**config.mk**
```make
export PLATFORM = sky130hd
export DESIGN_NAME = wb_coeff_slave
export DESIGN_NICKNAME = d
export VERILOG_FILES = /design/src/rtl/wb_coeff_slave.sv
export SDC_FILE = /design/constraint.sdc
export NUM_CORES = 1
export LEC_CHECK = 0
export CAP_MARGIN = 20
export CORE_MARGIN = 1
export CORE_UTILIZATION = 40
export CTS_CLUSTER_DIAMETER = 100
export DETAILED_ROUTE_END_ITERATION = 7
export SYNTH_ARGS = -nofsm -noshare
export SYNTH_HDL_FRONTEND = slang
export SYNTH_SLANG_ARGS = --single-unit
```
**constraint.sdc**
```tcl
create_clock -name clk -period 3.2 [get_ports clk]
set_input_delay 0.64 -clock clk [delete_from_list [all_inputs] [get_ports clk]]
set_output_delay 0.64 -clock clk [all_outputs]
set_load 0.02 [all_outputs]
```
**src/rtl/wb_coeff_slave.sv**
```systemverilog
// Wishbone classic slave fronting a byte-writable 32-bit coefficient RAM.
// Fixed-latency IDLE/WAIT/TERM handshake with range checking and abort.
module wb_coeff_slave #(
  parameter logic [31:0] BASE_ADDR   = 32'h0000_0000,
  parameter int          ADDR_SIZE   = 5,
  parameter int          WAIT_STATES = 1
) (
  input  logic        clk,
  input  logic        nRST,
  input  logic        p_wb_CYC_I,
  input  logic        p_wb_STB_I,
  input  logic        p_wb_WE_I,
  input  logic        p_wb_LOCK_I,
  input  logic [3:0]  p_wb_SEL_I,
  input  logic [31:0] p_wb_ADR_I,
  input  logic [31:0] p_wb_DAT_I,
  output logic [31:0] p_wb_DAT_O,
  output logic        p_wb_ACK_O,
  output logic        p_wb_ERR_O,
  output logic        busy
);

  localparam int DEPTH = 1 << ADDR_SIZE;

  typedef enum logic [1:0] {
    S_IDLE,
    S_WAIT,
    S_TERM
  } state_t;

  state_t               state_q;
  logic [3:0]           cnt_q;
  logic [ADDR_SIZE-1:0] idx_q;
  logic                 we_q;
  logic                 rng_q;
  logic [3:0]           sel_q;
  logic [31:0]          wdat_q;
  logic [31:0]          rdat_q;
  logic                 ack_q;
  logic                 err_q;
  logic [31:0]          mem_q [DEPTH];

  logic [32:0] off;
  logic        in_rng;
  logic        do_acc;
  logic        unused_ok;

  // 33-bit offset: bit 32 is the borrow, so addresses below BASE never wrap
  assign off    = {1'b0, p_wb_ADR_I} - {1'b0, BASE_ADDR};
  assign in_rng = !off[32] && ({2'b00, off[32:2]} < 33'(DEPTH));
  assign do_acc = (state_q == S_WAIT) && p_wb_CYC_I && (cnt_q == 4'd0);

  assign unused_ok = ^{p_wb_LOCK_I, off[1:0]};

  always_ff @(posedge clk) begin
    if (!nRST && do_acc && rng_q && we_q) begin
      for (int b = 0; b < 4; b++) begin
        if (sel_q[b]) mem_q[idx_q][8*b +: 8] <= wdat_q[8*b +: 8];
      end
    end
  end

  always_ff @(posedge clk) begin
    if (nRST) begin
      state_q <= S_IDLE;
      cnt_q   <= 4'd0;
      ack_q   <= 1'b0;
      err_q   <= 1'b0;
      rdat_q  <= 32'd0;
    end else begin
      ack_q  <= 1'b0;
      err_q  <= 1'b0;
      rdat_q <= 32'd0;
      unique case (state_q)
        S_IDLE: begin
          if (p_wb_CYC_I && p_wb_STB_I) begin
            idx_q   <= off[ADDR_SIZE+1:2];
            we_q    <= p_wb_WE_I;
            sel_q   <= p_wb_SEL_I;
            wdat_q  <= p_wb_DAT_I;
            rng_q   <= in_rng;
            cnt_q   <= 4'(WAIT_STATES);
            state_q <= S_WAIT;
          end
        end
        S_WAIT: begin
          if (!p_wb_CYC_I) begin
            state_q <= S_IDLE;
          end else if (cnt_q != 4'd0) begin
            cnt_q <= cnt_q - 4'd1;
          end else begin
            state_q <= S_TERM;
            ack_q   <= rng_q;
            err_q   <= !rng_q;
            if (rng_q && !we_q) rdat_q <= mem_q[idx_q];
          end
        end
        S_TERM: state_q <= S_IDLE;
        default: state_q <= S_IDLE;
      endcase
    end
  end

  assign p_wb_ACK_O = ack_q;
  assign p_wb_ERR_O = err_q;
  assign p_wb_DAT_O = rdat_q;
  assign busy       = (state_q != S_IDLE);

endmodule
```
## Word level (Yosys, flattened, before mapping)

Memories as Yosys holds them, arrays and structs flattened. A register that Yosys moved wholly into a read port is not among the register bits.
Index checks and enable logic that the tools add are counted.
Widths: inputs -> output; s select.

- Register bits after elaboration: 51
- Bits in writable memories: 1024
- Input bits: 74
- Output and inout port bits: 35
- Logic and storage cells: 61
- Memories: 1

- Add/sub/neg operators: 1
- Magnitude comparators: 1
- Equality and inequality tests: 5
- Multiplexer cells: 20
- Bitwise logic cells: 4
- Reduce and logical (&&, ||, !) cells: 20

Memory list:

| name | depth | width | read ports | clocked after Yosys merged registers in | write ports | line | source |
|---|---|---|---|---|---|---|---|
| mem_q | 32 | 32 | 1 | 1 | 1 | 41 | `logic [31:0] mem_q [DEPTH];` |

Operators with widths:

| cell | number |
|---|---|
| $lt 30x6->1 const B | 1 |
| $mux 1 | 12 |
| $mux 4 | 3 |
| $pmux 4 s2 | 1 |
| $logic_and 1x1->1 | 7 |
| $mux 2 | 3 |
| $reduce_or 5->1 | 1 |
| $logic_not 4->1 | 1 |
| $ne 2x2->1 const B | 2 |
| $not 1->1 | 4 |
| $pmux 2 s2 | 1 |
| $reduce_and 4->1 | 1 |
| $reduce_bool 2->1 | 2 |
| $reduce_bool 4->1 | 1 |
| $reduce_or 4->1 | 1 |
| $sub 4x1->4 const B | 1 |
| $logic_not 1->1 | 3 |
| $ne 3x3->1 const B | 1 |
| $reduce_and 3->1 | 1 |
| $eq 2x1->1 const B | 1 |
| $logic_not 2->1 | 1 |
| $ne 2x1->1 const B | 1 |
| $reduce_and 2->1 | 1 |

## Depth between registers and ports, before layout

Gate-level depths: netlist of run 1.

- Depth after elaboration: 8
- Gate-level depth with buffers: 8
- Mapped depth without buffers: 6

## Worst setup path before layout of run 1

OpenSTA, ideal clock, no wires.

- Path type: input port to flip-flop
- Start point: input p_wb_STB_I
- End point: register idx_q[0], enable pin
- Setup time: 0.443 ns
- Data arrival time: 2.566 ns
- Data required time: 2.757 ns
- Setup slack: 0.191 ns
- Cell stages on the path: 2
- Buffers on the path: 0
- Cells stage by stage: nand3_1 nor2_1

- Word-level cells in the longest chain between the ends: 2

Ends and longest elaborated chain:

| element | line | source |
|---|---|---|
| from (decl) | 11 | `input logic p_wb_STB_I,` |
| $logic_and 1x1->1 | 76 | `if (p_wb_CYC_I && p_wb_STB_I) begin` |
| $reduce_and 3->1 (no source line) | -- |  |
| to (signal assigned) | 77 | `idx_q <= off[ADDR_SIZE+1:2];` |
| to (decl) | 33 | `logic [ADDR_SIZE-1:0] idx_q;` |

Every way passes these cells.
A chain may end at the register's enable or synchronous reset.

==> results of run 1 <==
## cell type report
cell class                      instances  share of cell area (%)
Clock inverter                         68                    1.38
Inverter                                4                  0.0300
Tap cell                             1380                    3.45
Multi-Input combinational cell       1130                    17.0
Clock buffer                          137                    5.86
Timing Repair Buffer                  346                    6.70
Sequential cell                      1107                    65.6
## per-stage QoR
step,power [W],instance area (µm²)
after CTS,0.0295,49800
after floorplan,0.0165,42000
after global routing,0.0301,50100
final,0.0293,50100
after detailed placement,0.0168,46100
after global placement,0.0168,46100
## worst paths after layout
check	cells after the start	end	slack (ns)
worst min register to register	1	p_wb_ERR_O	0.47
worst max register to register	7	p_wb_DAT_O[26]	0.12
worst max-delay path	7	p_wb_DAT_O[26]	0.12
worst min-delay path	1	p_wb_ERR_O	0.47
## sequential cells by signal, indices dropped and copies added (netlist names)
signal	count
state_q	2
cnt_q	4
idx_q	5
p_wb_DAT_O	32
wdat_q	32
we_q	1
sel_q	4
p_wb_ERR_O	1
p_wb_ACK_O	1
mem_q	1024
rng_q	1
## critical path, delay by kind of cell (launching register included)
family                 cells  cell delay [ns]
and+or+nand+nor            2             0.73
AOI/OAI and AO/OA          2             0.60
DFF                        1             0.71
buffers and inverters      3             0.88
## power by group
| part | total [W] | switching [W] | internal (W) |
|---|---|---|---|
| combinational | 0.000679 | 0.000385 | 0.000295 |
| sequential | 0.0158 | 0.0000525 | 0.0158 |
| clock | 0.0128 | 0.00543 | 0.00734 |
## logic make-up after synthesis
kind of cell	share of synthesized area (%)
AOI/OAI and AO/OA	4.34
xor gates and xnor gates	0.0417
adders and majority gates	0.0596
buffers and inverters	1.61
DFF	78.2
muxes	12.2
and+or+nand+nor	3.58
## cells in the mapped netlist, drive strengths merged, types with 2 or more instances
cell / number
nand3: 6
nand2: 33
nor3b: 3
a31oi: 32
xnor2: 2
dfxtp: 40
edfxtp: 1067
buf: 71
and3: 2
nor4bb: 2
nand2b: 3
o22ai: 257
nor4: 39
nor2: 204
inv: 4
mux2i: 512
nor2b: 3
nand4: 2
and2: 2
ha: 2
and3b: 2
clkbuf: 72
nor3: 4
nand4bb: 6
nand4b: 4
or4b: 4
## layer usage
metal  global-route usage (%)  share of wire (%)  up-vias
met5                        0                  0        -
met4                     5.85                2.3        0
met3                     2.87                6.0      147
met2                     31.7                 49      714
met1                     25.4                 42    11500
li1                         -                  -    10100
## cell usage in the layout, fill, tap and decap left out, types with 4 or more instances in the layout
master,instances
a31oi_1,32
buf_12,17
buf_16,13
buf_4,208
bufinv_16,10
clkbuf_1,20
clkbuf_16,111
clkbuf_8,6
clkdlybuf4s50_1,105
clkinv_1,29
clkinv_2,14
dfxtp_1,40
edfxtp_1,1067
inv_1,4
mux2i_1,512
nand2_1,33
nand3_1,6
nand4b_1,4
nand4bb_2,4
nor2_1,203
nor3_1,4
nor4_1,39
o22ai_1,256
or4b_1,4
==> run metrics, run 1 <==
status=finished, final reports clean; FILL cells=8587; Synth async-reset ratio=0%; synthesized flop and latch total=1107; register area=32800 µm²; Max Clk Rate=324 MHz; maximum vdd drop=0.000425 V; TritonCTS Buffers=111; CP cell instances=buf_4 > nand4bb_1 > buf_4 > o22ai_1 > nor4_1 > buf_4 > a31oi_1; PwrDens=585 nW/µm²; initial antenna violation count=3; Slew headroom=28.7%; CTS tree=yes; worst setup margin=0.118 ns; Place WS=0.177 ns; Post-CTS Resized=0; RePlAce Congestion=0.838; First-pass DRT Iterations=6; worst-margin pin slew=1.07 ns; share of cells above drive strength 1=14.5%; Final nets=2776; Mean Syn Cell Area=17.6 µm²; Final Non-Filler Cells=4172; vias in the first global route=22600; worst clock skew=0.0280 ns; Routed Antenna Nets=0; CP dominant cell by count=buf_4; die area=106000 µm²; first-pass GRT wire length=147000 µm; Arr. time, crit path=3.65 ns; DIE HEIGHT=326 µm; GR Overflow Total=0; # rows=118; multi-input logic area=8520 µm²; worst-skew pair later-pin latency=0.70 ns; Worst Hold Margin=0.467 ns; global-route usage over all layers=18.9%; Mapped Cells=2384; hold_sp=rng_q; ant diodes=0; Synth area leaders=edfxtp_1, mux2i_1, o22ai_1; worst hold path type=flop to flop; sequential share of the synthesized area=78.2%; core area=104000 µm²; Initial Utilization=40.5%; hold-fix buffer count after cts=0; RSZ-0062 raised after global routing=no; via count=22500; Ys Warns=0; vias per cell=5.39; die width=326 µm; crit path max-delay cell type=edfxtp_1; io pins=109; number of flops mapped to enable cells by yosys=1067; wirelength, routed=102000 µm; Synth top area share=76.3%; area grow syn2layout=19.2%; DRT iter0 DRCs=2307; fin crit period=3.08 ns; ys flop type=edfxtp_1; PortBufs=105; CP max stage delay=0.71 ns; largest area contributor in the synthesized netlist=edfxtp_1; Post-CTS Setup Bufs=0; DR WL/cell=24.4 µm; Critical Path Source=idx_q[2]; Sum Neg Setup Slack=0 ns; Fin. Hold Viols=0; Residual DRC=0; # clock sinks=1107; largest net degree at the start of global routing=61; Leakage=17.2 nW; Core Util, Final=48.3%; Max Cap Viol=0; DP Wirelength=66300 µm; final setup violation count=0; worst path required time=3.77 ns; CTS root buffer=clkbuf_16; clock slew at reported path FFs=0.06 ns; H-tree level count=3; dpl cells=3954; CP Class=flop to flop; FF-to-FF Start=idx_q[2]; clock buffer depth=3; syn_nets=2460; max-slew violation count=0; CP endpoint kind=flop; Synth Cell Area=42000 µm²; Unique masters post-synth=37; Final Cycle Share=96.3%; Critical Path Fanout Max=14; critical path startpoint category=flop
No activity file was read; power rests on OpenSTA's default activity.
==> run 2, diff against run 1 <==
CTS_CLUSTER_DIAMETER = 60   (was 100)
==> run 2 against run 1 <==
Non-clock buffer count stayed put. First-iteration DRC count shrank 0.35%. Combinational power hardly changed. Cell count barely moved. Setup slack improved by 0.010 ns. Sequential share of layout area is 0.14 points lower. Via count increased by 0.35%. Design area rose by 0.22%. Sequential power about the same. Core utilization is 0.10 points higher. Register-to-register slack about the same. Total power increased by 0.87%. Critical path type unchanged.
==> run metrics, run 2 (synthesized netlist as in run 1, its figures left out) <==
status=finished, final reports clean; Initial Utilization=40.5%; die width=326 µm; Fin. Hold Viols=0; die area=106000 µm²; Critical Path Fanout Max=14; worst path required time=3.76 ns; share of cells above drive strength 1=14.8%; core area=104000 µm²; Residual DRC=0; First-pass DRT Iterations=8; sw power=0.00590 W; Leakage=17.3 nW; hold depth=1; PwrDens=589 nW/µm²; critical path startpoint category=flop; initial antenna violation count=4; FILL cells=8578; # clock sinks=1107; H-tree level count=3; Post-CTS Resized=0; global-route usage over all layers=18.9%; CTS root buffer=clkbuf_16; fin crit period=3.07 ns; via count=22600; worst clock skew=0.0281 ns; worst-skew pair later-pin latency=0.70 ns; Arr. time, crit path=3.63 ns; worst hold path type=flop to flop; DR WL/cell=24.4 µm; wirelength, routed=102000 µm; max FFs per register=1024; maximum vdd drop=0.000500 V; Slew headroom=27.9%; Place WS=0.177 ns; worst setup margin=0.128 ns; first-pass GRT wire length=147000 µm; Power Internal=0.0237 W; Sum Neg Setup Slack=0 ns; CP Class=flop to flop; CP endpoint kind=flop; clock power share=44.1%; vias per cell=5.41; DIE HEIGHT=326 µm; clock slew at reported path FFs=0.06 ns; Switching Share=20.0%; clock buffer depth=3; hold-fix buffer count after cts=0; most frequent cells in the layout=edfxtp_1, mux2i_1, o22ai_1; RePlAce Congestion=0.838; DP Wirelength=66300 µm; largest net degree at the start of global routing=61; placed cell area=46100 µm²; vias in the first global route=22500; CTS tree=yes; Final Cycle Share=96.0%; PortBufs=105; Post-CTS Setup Bufs=0; sequential share of power=53.6%; io pins=109; Max Clk Rate=326 MHz; # rows=118; Routed Antenna Nets=0; Max Cap Viol=0; most flop-heavy register=mem_q; Reg2Reg Depth=7; area grow syn2layout=19.5%; final setup violation count=0; GR Overflow Total=0; combinational share of power=2.3%; RSZ-0062 raised after global routing=no; max-slew violation count=0; fin area=50200 µm²; ant diodes=0; DRT iter0 DRCs=2299; commonest non-fill, non-tap cell in the layout=edfxtp_1; worst-margin pin slew=1.08 ns; TritonCTS Buffers=112; Final nets=2777
==> run 2: cell count changes in the layout (fill, tap and decap cells not counted), sizes merged <==
| cell | previous run | this run |
|---|---|---|
| clkinvlp | 3 | 4 |
| clkbuf | 137 | 141 |
| bufinv | 10 | 11 |
| clkinv | 49 | 47 |
==> run 2: path summary, 6_finish.rpt <==
kind	startpoint	end	slack (ns)
hold reg to reg	rng_q	p_wb_ERR_O	0.46
hold / removal	rng_q	p_wb_ERR_O	0.46
setup reg to reg	idx_q[2]	p_wb_DAT_O[26]	0.13
setup / recovery	idx_q[2]	p_wb_DAT_O[26]	0.13
==> run 2: metrics by stage <==
step | hold slack, ns | power [W] | instances | util (%)
2_1_floorplan | 0.417 | 0.0165 | 2384 | -
3_3_place_gp | 0.436 | 0.0168 | 3951 | 44.4
3_5_place_dp | 0.457 | 0.0168 | 3954 | 44.4
4_1_cts | 0.451 | 0.0298 | 4163 | 48.0
5_1_grt | 0.474 | 0.0304 | 4176 | 48.4
6_report | 0.461 | 0.0296 | 4176 | 48.4
==> run 2: power by group through the flow <==
| stage | Combinational (W) | Sequential (W) | Clock, W |
|---|---|---|---|
| CTS | 0.000628 | 0.0159 | 0.0132 |
| detailed placement | 0.000626 | 0.0162 | 0 |
| finish | 0.000680 | 0.0158 | 0.0130 |
| floorplan | 0.000316 | 0.0162 | 0 |
| global placement | 0.000602 | 0.0162 | 0 |
| global route | 0.000719 | 0.0158 | 0.0138 |
==> run 2: routing by layer <==
metal	wire length, µm	track usage, %
met2	50200	31.5
met5	0	0
met4	2540	5.94
met1	42700	25.4
met3	6270	2.73
==> run 2: worst max-delay path, cell delays in order, from the launching register on <==
cell and delay [ns]:
edfxtp_1 0.72, buf_4 0.31, nand4bb_1 0.62, buf_4 0.42, o22ai_1 0.26, nor4_1 0.09, buf_4 0.16, a31oi_1 0.34
==> run 2: layout make-up <==
cell class / count / area (µm²) / share of cell area, %
Sequential cell: 1107 / 32800 / 65.4
Clock buffer: 141 / 3000 / 5.98
Clock inverter: 68 / 732 / 1.46
Tap cell: 1380 / 1730 / 3.44
Multi-Input combinational cell: 1130 / 8520 / 17.0
Inverter: 4 / 15.0 / 0.0299
Timing Repair Buffer: 346 / 3360 / 6.69
==> RTL edit, RTL diff (settings of run 2) <==
Change the parameter `ADDR_SIZE` from 5 to 4.
--- a/src/rtl/wb_coeff_slave.sv
+++ b/src/rtl/wb_coeff_slave.sv
@@ -3,5 +3,5 @@
 module wb_coeff_slave #(
   parameter logic [31:0] BASE_ADDR   = 32'h0000_0000,
-  parameter int          ADDR_SIZE   = 5,
+  parameter int          ADDR_SIZE   = 4,
   parameter int          WAIT_STATES = 1
 ) (
Check against the original RTL: not equivalent (Yosys sat finds a counterexample within 4 cycles, from zero or initial values and one cycle with nRST high).
==> RTL edit against run 2 <==
  * Design area decreased by 47%
  * Routed wire length decreased by 56%
  * Area after synthesis decreased by 47%
  * Sequential cell count decreased by 513
  * Power decreased by 46%
  * Global-route usage decreased by 2.7 points
  * Core utilization increased by 0.55 points
  * Via count decreased by 54%
  * Clock skew decreased by 0.0091 ns
  * Worst setup slack improved by 0.40 ns
  * Critical endpoint is now mem_q[13][30]
==> RTL edit: results (changes against run 2) <==
Result of the run: finished clean
Dominant cells by area after synthesis: sky130_fd_sc_hd__edfxtp_1, sky130_fd_sc_hd__mux4_2, sky130_fd_sc_hd__dfxtp_1
HPWL after detailed placement: 26030 um (-61%)
Number of enable-type register cells in the synthesized netlist: 554 (-48%)
Arrival time reported for the critical path endpoint: 2.98 ns (-0.65 ns)
Via Count: 10270 (-54%)
Wl on met1: 19500 um (-54%)
Post-detailed-placement cell area: 24510 um2 (-47%)
Fraction of power spent switching nets: 18.93% (-1.0 points)
Share of post-route cells with drive strength above 1: 24.32% (+9.5 points)
CTS clock-pin slew for the worst setup and hold paths: 0.06 ns (about the same)
Met3 usage: 2.323% (-0.41 points)
Synth warnings: 0 (unchanged)
Maximum level of the CTS H-tree: 2 (-1)
Slew margin rel.: 45.94% (+18 points)
Length of routed met3 wiring: 1908 um (-70%)
Initial drt markers: 832 (-64%)
Overall routed net length: 44460 um (-56%)
Drt first pass iters: 5 (-3)
Maximum net fanout on the critical path: 16 (+2)
Pin count of the biggest net entering global routing: 65 (+6.6%)
Post-Place Cells: 1835 (-54%)
Total number of clock tree sinks: 594 (-46%)
Count of unique library cells instantiated by Yosys: 39 (+5.4%)
Last weighted congestion value of the routability-driven placer: 0.7319 (-13%)
Power density over cell area: 600.3 nW/um2 (+2.0%)
Global-route track usage on met2: 26.70% (-4.8 points)
Ant. Diodes: 0 (unchanged)
PostCTS Resize Cnt: 0 (unchanged)
CTS Root Cell: sky130_fd_sc_hd__clkbuf_16
Post-synthesis instance total: 1005 (-58%)
Max VDD drop: 0.0004128 V (-17%)
Clock Power Share: 44.6% (+0.5 points)
Number of global-route vias before repair: 10770 (-52%)
Clk_lat worst skew: 0.61 ns (-0.09 ns)
Wire length of the first global-routing pass: 67110 um (-54%)
Worst setup slack before clock tree synthesis: 0.2697 ns (+0.09278 ns)
Nets@finish: 1277 (-54%)
Share of synthesized area occupied by flip-flops and latches: 78.73% (+0.56 points)
Core outline area: 54240 um2 (-48%)
Total routing resource utilization after global routing: 16.14% (-2.7 points)
Flip-flop count of the largest register after layout: 512 (-50%)
Cts bufs inserted: 60 (-46%)
Antenna violations before repair: 0 (-4)
Synthesized net count: 1081 (-56%)
Leak Pwr: 8.617 nW (-50%)
Sequential power share: 53.4% (-0.2 points)
Most instantiated cells after synthesis: sky130_fd_sc_hd__edfxtp_1, sky130_fd_sc_hd__mux4_2, sky130_fd_sc_hd__nor2_1, sky130_fd_sc_hd__mux2i_1, sky130_fd_sc_hd__dfxtp_1
Worst Clk Skew: 0.01904 ns (-0.009104 ns)
Via-to-Cell Ratio: 5.279 (-2.4%)
Met1 layer usage reported by global route: 22.09% (-3.3 points)
Total met2 wirelength after detailed routing: 22090 um (-56%)
-- RTL edit: changes by cell type after synthesis, moves of 32 or more --
cell / before / now
sky130_fd_sc_hd__clkbuf_1: 70 / 12
sky130_fd_sc_hd__nor4_1: 39 / 7
sky130_fd_sc_hd__mux2i_1: 512 / 64
sky130_fd_sc_hd__nor2_1: 204 / 69
sky130_fd_sc_hd__buf_2: 63 / 28
sky130_fd_sc_hd__o22ai_1: 256 / 32
sky130_fd_sc_hd__mux4_2: 0 / 128
sky130_fd_sc_hd__edfxtp_1: 1067 / 554
-- RTL edit: worst max-delay path, stage by stage (launching register included) --
cell,delay [ns]
sky130_fd_sc_hd__dfxtp_1,0.33
sky130_fd_sc_hd__inv_1,0.09
sky130_fd_sc_hd__ha_1,0.16
sky130_fd_sc_hd__nor3b_2,0.67
sky130_fd_sc_hd__nand4_2,0.60
sky130_fd_sc_hd__nor2_1,0.29
sky130_fd_sc_hd__buf_4,0.22
-- RTL edit: logic make-up after synthesis --
kind of cell / synth area share [%]
muxes: 15.91
and+or+nand+nor: 2.740
adders and majority gates: 0.1130
buffers and inverters: 1.345
AOI/OAI and AO/OA: 1.158
DFF: 78.73
-- RTL edit: worst paths after layout --
path | cells past startpoint | slack (ns) | start | endpoint
setup / recovery | 6 | 0.53 | cnt_q[0] | mem_q[13][30]
hold / removal | 1 | 0.51 | rng_q | p_wb_ERR_O
setup reg to reg | 6 | 0.53 | cnt_q[0] | mem_q[13][30]
hold reg to reg | 1 | 0.51 | rng_q | p_wb_ERR_O
-- RTL edit: cell type report --
type                    instances  area [um2]
flip-flops and latches        594       17440
clock buffers                  77        1617
multi-input cells             356        4419
inverters                       3       11.26
fillers                      4421       27710
clock inverters                34       402.9
well taps                     696       870.8
repair buffers                186        1772
